$ cat src/rtl/burst_sequencer.sv
// burst_sequencer: drives the compare input of one PWM channel in the phased-delay array.
// A burst configuration (start delay, duty, length) is latched through a valid/ready handshake.
// After a trigger, compare carries the duty for exactly the configured number of PWM periods.
// Every compare change lands on a PWM period boundary; the only exception is abort.
//
// Ports:
//   clk           system clock, shared with the pwm
//   rst_n         asynchronous active-low reset, shared with the pwm
//   i_cfg_valid   configuration offered
//   o_cfg_ready   configuration can be accepted (IDLE only)
//   i_cfg_delay   start delay in PWM periods
//   i_cfg_duty    high-time in clk cycles per period (clamped to PERIOD+1)
//   i_cfg_cycles  burst length in PWM periods
//   i_trigger     single-cycle start strobe
//   i_abort       immediate stop
//   o_compare     to pwm compare
//   o_busy        high in ARMED, DELAY and RUN
//   o_done        one-cycle pulse at normal burst completion
//   o_sync        one-cycle pulse while the period counter is 0
module burst_sequencer #(
  parameter int unsigned CW     = 11,
  parameter int unsigned PERIOD = 1250,
  parameter int unsigned DW     = 16,
  parameter int unsigned NW     = 8
) (
  input  logic          clk,
  input  logic          rst_n,
  input  logic          i_cfg_valid,
  output logic          o_cfg_ready,
  input  logic [DW-1:0] i_cfg_delay,
  input  logic [CW-1:0] i_cfg_duty,
  input  logic [NW-1:0] i_cfg_cycles,
  input  logic          i_trigger,
  input  logic          i_abort,
  output logic [CW-1:0] o_compare,
  output logic          o_busy,
  output logic          o_done,
  output logic          o_sync
);

  localparam int unsigned PW = (PERIOD > 0) ? $clog2(PERIOD + 1) : 1;
  localparam logic [PW-1:0] PeriodCnt = PW'(PERIOD);
  localparam logic [CW-1:0] FullDuty  = CW'(PERIOD + 1);

  typedef enum logic [1:0] {StIdle, StArmed, StDelay, StRun} state_e;

  state_e        r_state;
  state_e        w_state_next;

  logic [PW-1:0] r_period_ctr;
  logic          r_sync;
  logic [DW-1:0] r_delay;
  logic [CW-1:0] r_duty;
  logic [NW-1:0] r_cycles;
  logic [DW-1:0] r_dcnt;
  logic [NW-1:0] r_ccnt;
  logic [CW-1:0] r_compare;
  logic          r_done;

  logic          w_boundary;
  logic          w_abort;
  logic          w_start;
  logic          w_finish;
  logic [CW-1:0] w_duty_clamped;

  assign w_boundary     = (r_period_ctr == PeriodCnt);
  // Abort only means something once a configuration has been taken.
  assign w_abort        = i_abort && (r_state != StIdle);
  assign w_start        = (r_state == StDelay) && w_boundary && (r_dcnt == '0);
  assign w_finish       = (r_state == StRun) && w_boundary && (r_ccnt == NW'(1));
  assign w_duty_clamped = (i_cfg_duty > FullDuty) ? FullDuty : i_cfg_duty;

  // State register.
  always_ff @(posedge clk or negedge rst_n) begin
    if (!rst_n) begin
      r_state <= StIdle;
    end else begin
      r_state <= w_state_next;
    end
  end

  // Next-state logic; abort overrides every other event.
  always_comb begin
    w_state_next = r_state;
    if (w_abort) begin
      w_state_next = StIdle;
    end else begin
      unique case (r_state)
        StIdle:  if (i_cfg_valid) w_state_next = StArmed;
        StArmed: if (i_trigger) w_state_next = StDelay;
        StDelay: if (w_start) w_state_next = (r_cycles == '0) ? StIdle : StRun;
        StRun:   if (w_finish) w_state_next = StIdle;
        default: w_state_next = StIdle;
      endcase
    end
  end

  // Output logic.
  always_comb begin
    o_cfg_ready = (r_state == StIdle);
    o_busy      = (r_state != StIdle);
  end

  assign o_compare = r_compare;
  assign o_done    = r_done;
  assign o_sync    = r_sync;

  // Period counter and burst datapath.
  always_ff @(posedge clk or negedge rst_n) begin
    if (!rst_n) begin
      r_period_ctr <= '0;
      r_sync       <= 1'b0;
      r_delay      <= '0;
      r_duty       <= '0;
      r_cycles     <= '0;
      r_dcnt       <= '0;
      r_ccnt       <= '0;
      r_compare    <= '0;
      r_done       <= 1'b0;
    end else begin
      r_period_ctr <= w_boundary ? '0 : r_period_ctr + PW'(1);
      r_sync       <= w_boundary;
      r_done       <= 1'b0;
      if (w_abort) begin
        r_compare <= '0;
      end else begin
        unique case (r_state)
          StIdle: begin
            if (i_cfg_valid) begin
              r_delay  <= i_cfg_delay;
              r_duty   <= w_duty_clamped;
              r_cycles <= i_cfg_cycles;
            end
          end
          StArmed: begin
            // A boundary in the trigger cycle is not counted: counting starts in DELAY.
            if (i_trigger) r_dcnt <= r_delay;
          end
          StDelay: begin
            if (w_start) begin
              if (r_cycles == '0) begin
                r_done <= 1'b1;
              end else begin
                r_compare <= r_duty;
                r_ccnt    <= r_cycles;
              end
            end else if (w_boundary) begin
              r_dcnt <= r_dcnt - DW'(1);
            end
          end
          StRun: begin
            if (w_finish) begin
              r_compare <= '0;
              r_done    <= 1'b1;
            end else if (w_boundary) begin
              r_ccnt <= r_ccnt - NW'(1);
            end
          end
          default: r_compare <= '0;
        endcase
      end
    end
  end

endmodule
$ cat config.mk
export PLATFORM = sky130hd
export DESIGN_NAME = burst_sequencer
export DESIGN_NICKNAME = d
export VERILOG_FILES = /design/src/rtl/burst_sequencer.sv
export SDC_FILE = /design/constraint.sdc
export NUM_CORES = 1
export LEC_CHECK = 0
export CORE_MARGIN = 2
export CORE_UTILIZATION = 56
export CTS_BUF_LIST = sky130_fd_sc_hd__clkbuf_4
export CTS_CLUSTER_SIZE = 14
export DETAILED_ROUTE_END_ITERATION = 8
export PLACE_DENSITY = 0.86
export SLEW_MARGIN = 30
export SYNTH_ARGS = -nofsm -noshare
export SYNTH_HDL_FRONTEND = slang
export SYNTH_SLANG_ARGS = --single-unit
export TNS_END_PERCENT = 100
$ cat constraint.sdc
create_clock -name clk -period 2.6 [get_ports clk]
set_input_delay 0.78 -clock clk [delete_from_list [all_inputs] [get_ports clk]]
set_output_delay 0.78 -clock clk [all_outputs]
set_load 0.03 [all_outputs]
==> results by group <==
Cells and area
  • Final instance area: 4900 um^2
  • Number of fill cells: 566
  • Area delta synth->final: 18.8%
  • # diodes: 0
  • Final net count: 536
  • Layout cells sized above 1: 0.0789
  • Sequential cell area: 2130 um^2
  • Area taken by multi-input logic gates: 1860 um^2

Drt
  • Initial DRT Pass Iterations: 5
  • Final ANT Viol Nets: 0
  • Via/cell ratio: 5.79
  • WL/cell: 15.4 um
  • Wire length on met2: 4.61 mm
  • Drc violations: 0
  • Top Layer Used: met4
  • Met1 wire length: 4.04 mm
  • Via count: 3431
  • Met3 wire len: 307 um
  • DRT iter0 DRCs: 176
  • Drt total wl: 9.11 mm

Timing
  • Period utilization: 0.944
  • Slew Viols, Final: 0
  • Slew HR: 0.592
  • RSZ-0062 raised after global routing: false
  • Final Hold Fails: 0
  • Skew final: 0.0239 ns
  • Setup TNS Final: 0 ns
  • Fmax: 0.407 GHz
  • Worst Max-Slew Pin Slew: 0.612 ns
  • Min Tclk post-route: 2.45 ns
  • Final setup fails: 0

Floorplan
  • Core Region: 7180 um^2
  • Die height: 89.8 um
  • Initial core utilization: 0.575
  • Die Width: 89.8 um
  • Top Ports: 55
  • Die area: 8070 um^2
  • Std cell rows: 31

Synthesis
  • Post-Synth Simple-Gate Area: 0.229
  • Largest family of logic cells by synthesized area: simple AND/OR/NAND/NOR gates
  • Post-synth EDFFs: 0
  • Post-synth ARST share: 1.00
  • Cell variety after synth: 56
  • Compound-Gate Fraction of Synth Area: 0.179
  • Post-synthesis adder-cell area fraction: 0.0182
  • Multiplexer share of the synthesized area: 0.00485
  • Syn Std Cell Area: 4130 um^2
  • Syn Nets: 480
  • Yosys Warn Count: 0
  • Synth Area in XOR/XNOR: 0.0191
  • Post-synth top flop: dfrtp_1
  • #FFs+latches synth: 85
  • Sequential fraction of the synthesis area: 0.515
  • Mean Syn Cell Area: 9.51 um^2
  • Post-Syn Instances: 434

Critical path
  • R2R Path End: r_ccnt[1]
  • R2R Path Start: r_period_ctr[0]
  • R2R Setup Slk: 0.42 ns
  • Setup crit end kind: primary output
  • Worst Path Arrival: 1.67 ns
  • Setup CP Type: flip-flop to primary output
  • R2R cell count: 8
  • Worst Setup Start Kind: flip-flop
  • Critical path peak fanout: 9
  • Critical path origin: r_state[0]
  • CP endpoint: o_busy
  • Worst EP required: 1.82 ns

Pwr
  • Maximum vdd drop: 0.000429 V
  • Cell Pwr Density: 840 nW/um^2
  • Leakage: 2.14 nW

Clock tree
  • Clock Sinks: 85
  • Post-CTS Resized: 2
  • Root buffer cell: clkbuf_4
  • CTS tree: yes
  • Number of setup buffers added after CTS: 0
  • Worst-Skew Late Latency: 0.45 ns
  • Worst-path clk slew: 0.15 ns
  • Hold Buf Count CTS: 0
  • Max H-tree Level: 3
  • Total CTS buffers: 9
  • Bufs on Longest Clock Path: 2

Run status
  • Status: finished, final reports clean

Worst hold path
  • Hold crit path type: input port to asynchronous set/reset pin

Placement
  • PortBufs: 54
  • Post-DP HPWL: 6.51 mm
  • DP Area: 4790 um^2
  • Placer Congestion: 0.849

Global routing
  • Initial antenna violation count: 0
  • Vias in the first global route: 3372
  • Gr usage total: 0.237
  • Largest net degree at the start of global routing: 46
  • First-pass GRT wire length: 15.7 mm
  • Overflow after GRT: 0

Run
  • Max Cap Viol: 0
[area by class of cell]
type	instances	area share
Clock buffer	9	0.0138
Timing Repair Buffer	67	0.132
Multi-Input combinational cell	318	0.378
Tap cell	99	0.0253
Clock inverter	6	0.0102
Sequential cell	85	0.434
Inverter	9	0.00689
[placed cells by master (no fill, tap or decap), types with 8 or more instances in the layout]
master and n:
inv_1 8, a21oi_1 19, dfrtp_1 85, nand3_1 11
o21ai_1 19, nor3_1 12, nand2_1 92, a211oi_1 8
clkdlybuf4s50_1 51, and2_1 8, nor2_1 38, buf_4 13
clkbuf_4 9, a22o_1 14
[registers in the layout (all words and copies together) (netlist names)]
register / cells
o_sync: 1
r_dcnt: 16
o_done: 1
r_ccnt: 8
o_compare: 11
r_delay: 16
r_duty: 11
r_period_ctr: 11
r_cycles: 8
r_state: 2
[Yosys cell counts (6+ instances only)]
master | instances | area [um^2]
nand2_1 | 92 | 345
dfrtp_1 | 85 | 2130
nor2_1 | 38 | 143
a21oi_1 | 19 | 95.1
o21ai_1 | 19 | 95.1
a22o_1 | 14 | 123
clkbuf_1 | 14 | 52.6
nor3_1 | 12 | 60.1
nand3_1 | 11 | 55.1
a211oi_1 | 8 | 60.1
and2_1 | 8 | 50.1
inv_1 | 8 | 30.0
nand4_1 | 7 | 43.8
o22a_1 | 7 | 61.3
a2bb2oi_1 | 6 | 52.6
ha_1 | 6 | 75.1
xnor2_1 | 6 | 52.6
[where the power goes]
group / switching [mW] / internal, mW
Clock: 0.479 / 0.198
Combinational: 0.835 / 0.587
Sequential: 0.326 / 1.69
Total: 1.64 / 2.48
[metrics by stage]
stage                     power, mW  setup WS, ns  cells  hold slack [ns]   util
after CTS                      4.13         0.144    593            0.312  0.683
after global placement         3.39        0.0559    578            0.453  0.667
after detailed placement       3.48        0.0323    578            0.468  0.667
after floorplan                2.99         0.524    434            0.439      -
final                          4.12         0.146    593            0.300  0.683
after global routing           4.42        0.0755    593            0.334  0.683
[worst max-delay path: stages, from the launching register on]
cell and delay, ns:
dfrtp_1 0.50, nor2_1 0.26, inv_1 0.10, dlygate4sd2_1 0.37
[logic make-up (layout without fill, tap and decap cells)]
group	after synthesis	after routing
and+or+nand+nor	196	196
adders and majority gates	6	6
buffers and inverters	31	91
DFF	85	85
muxes	2	2
xor gates and xnor gates	9	9
AOI/OAI and AO/OA	105	105
[worst min path at each step]
| stage | to | slack (ns) | cells after the start |
|---|---|---|---|
| 4_1_cts | r_cycles[6] | 0.31 | 1 |
| 2_1_floorplan | r_duty[8] | 0.44 | 2 |
| 5_1_grt | r_ccnt[4] | 0.33 | 1 |
| 6_report | r_ccnt[4] | 0.30 | 1 |
| 3_5_place_dp | r_delay[6] | 0.47 | 2 |
| 3_3_place_gp | r_duty[9] | 0.45 | 2 |
[per-layer routing]
metal  GRT usage  vias up
li1            -     1659
met1       0.312     1693
met2       0.402       65
met3      0.0352       14
met4      0.0897        0
met5           0        -
Note: power is estimated with default switching activity, not from simulation.
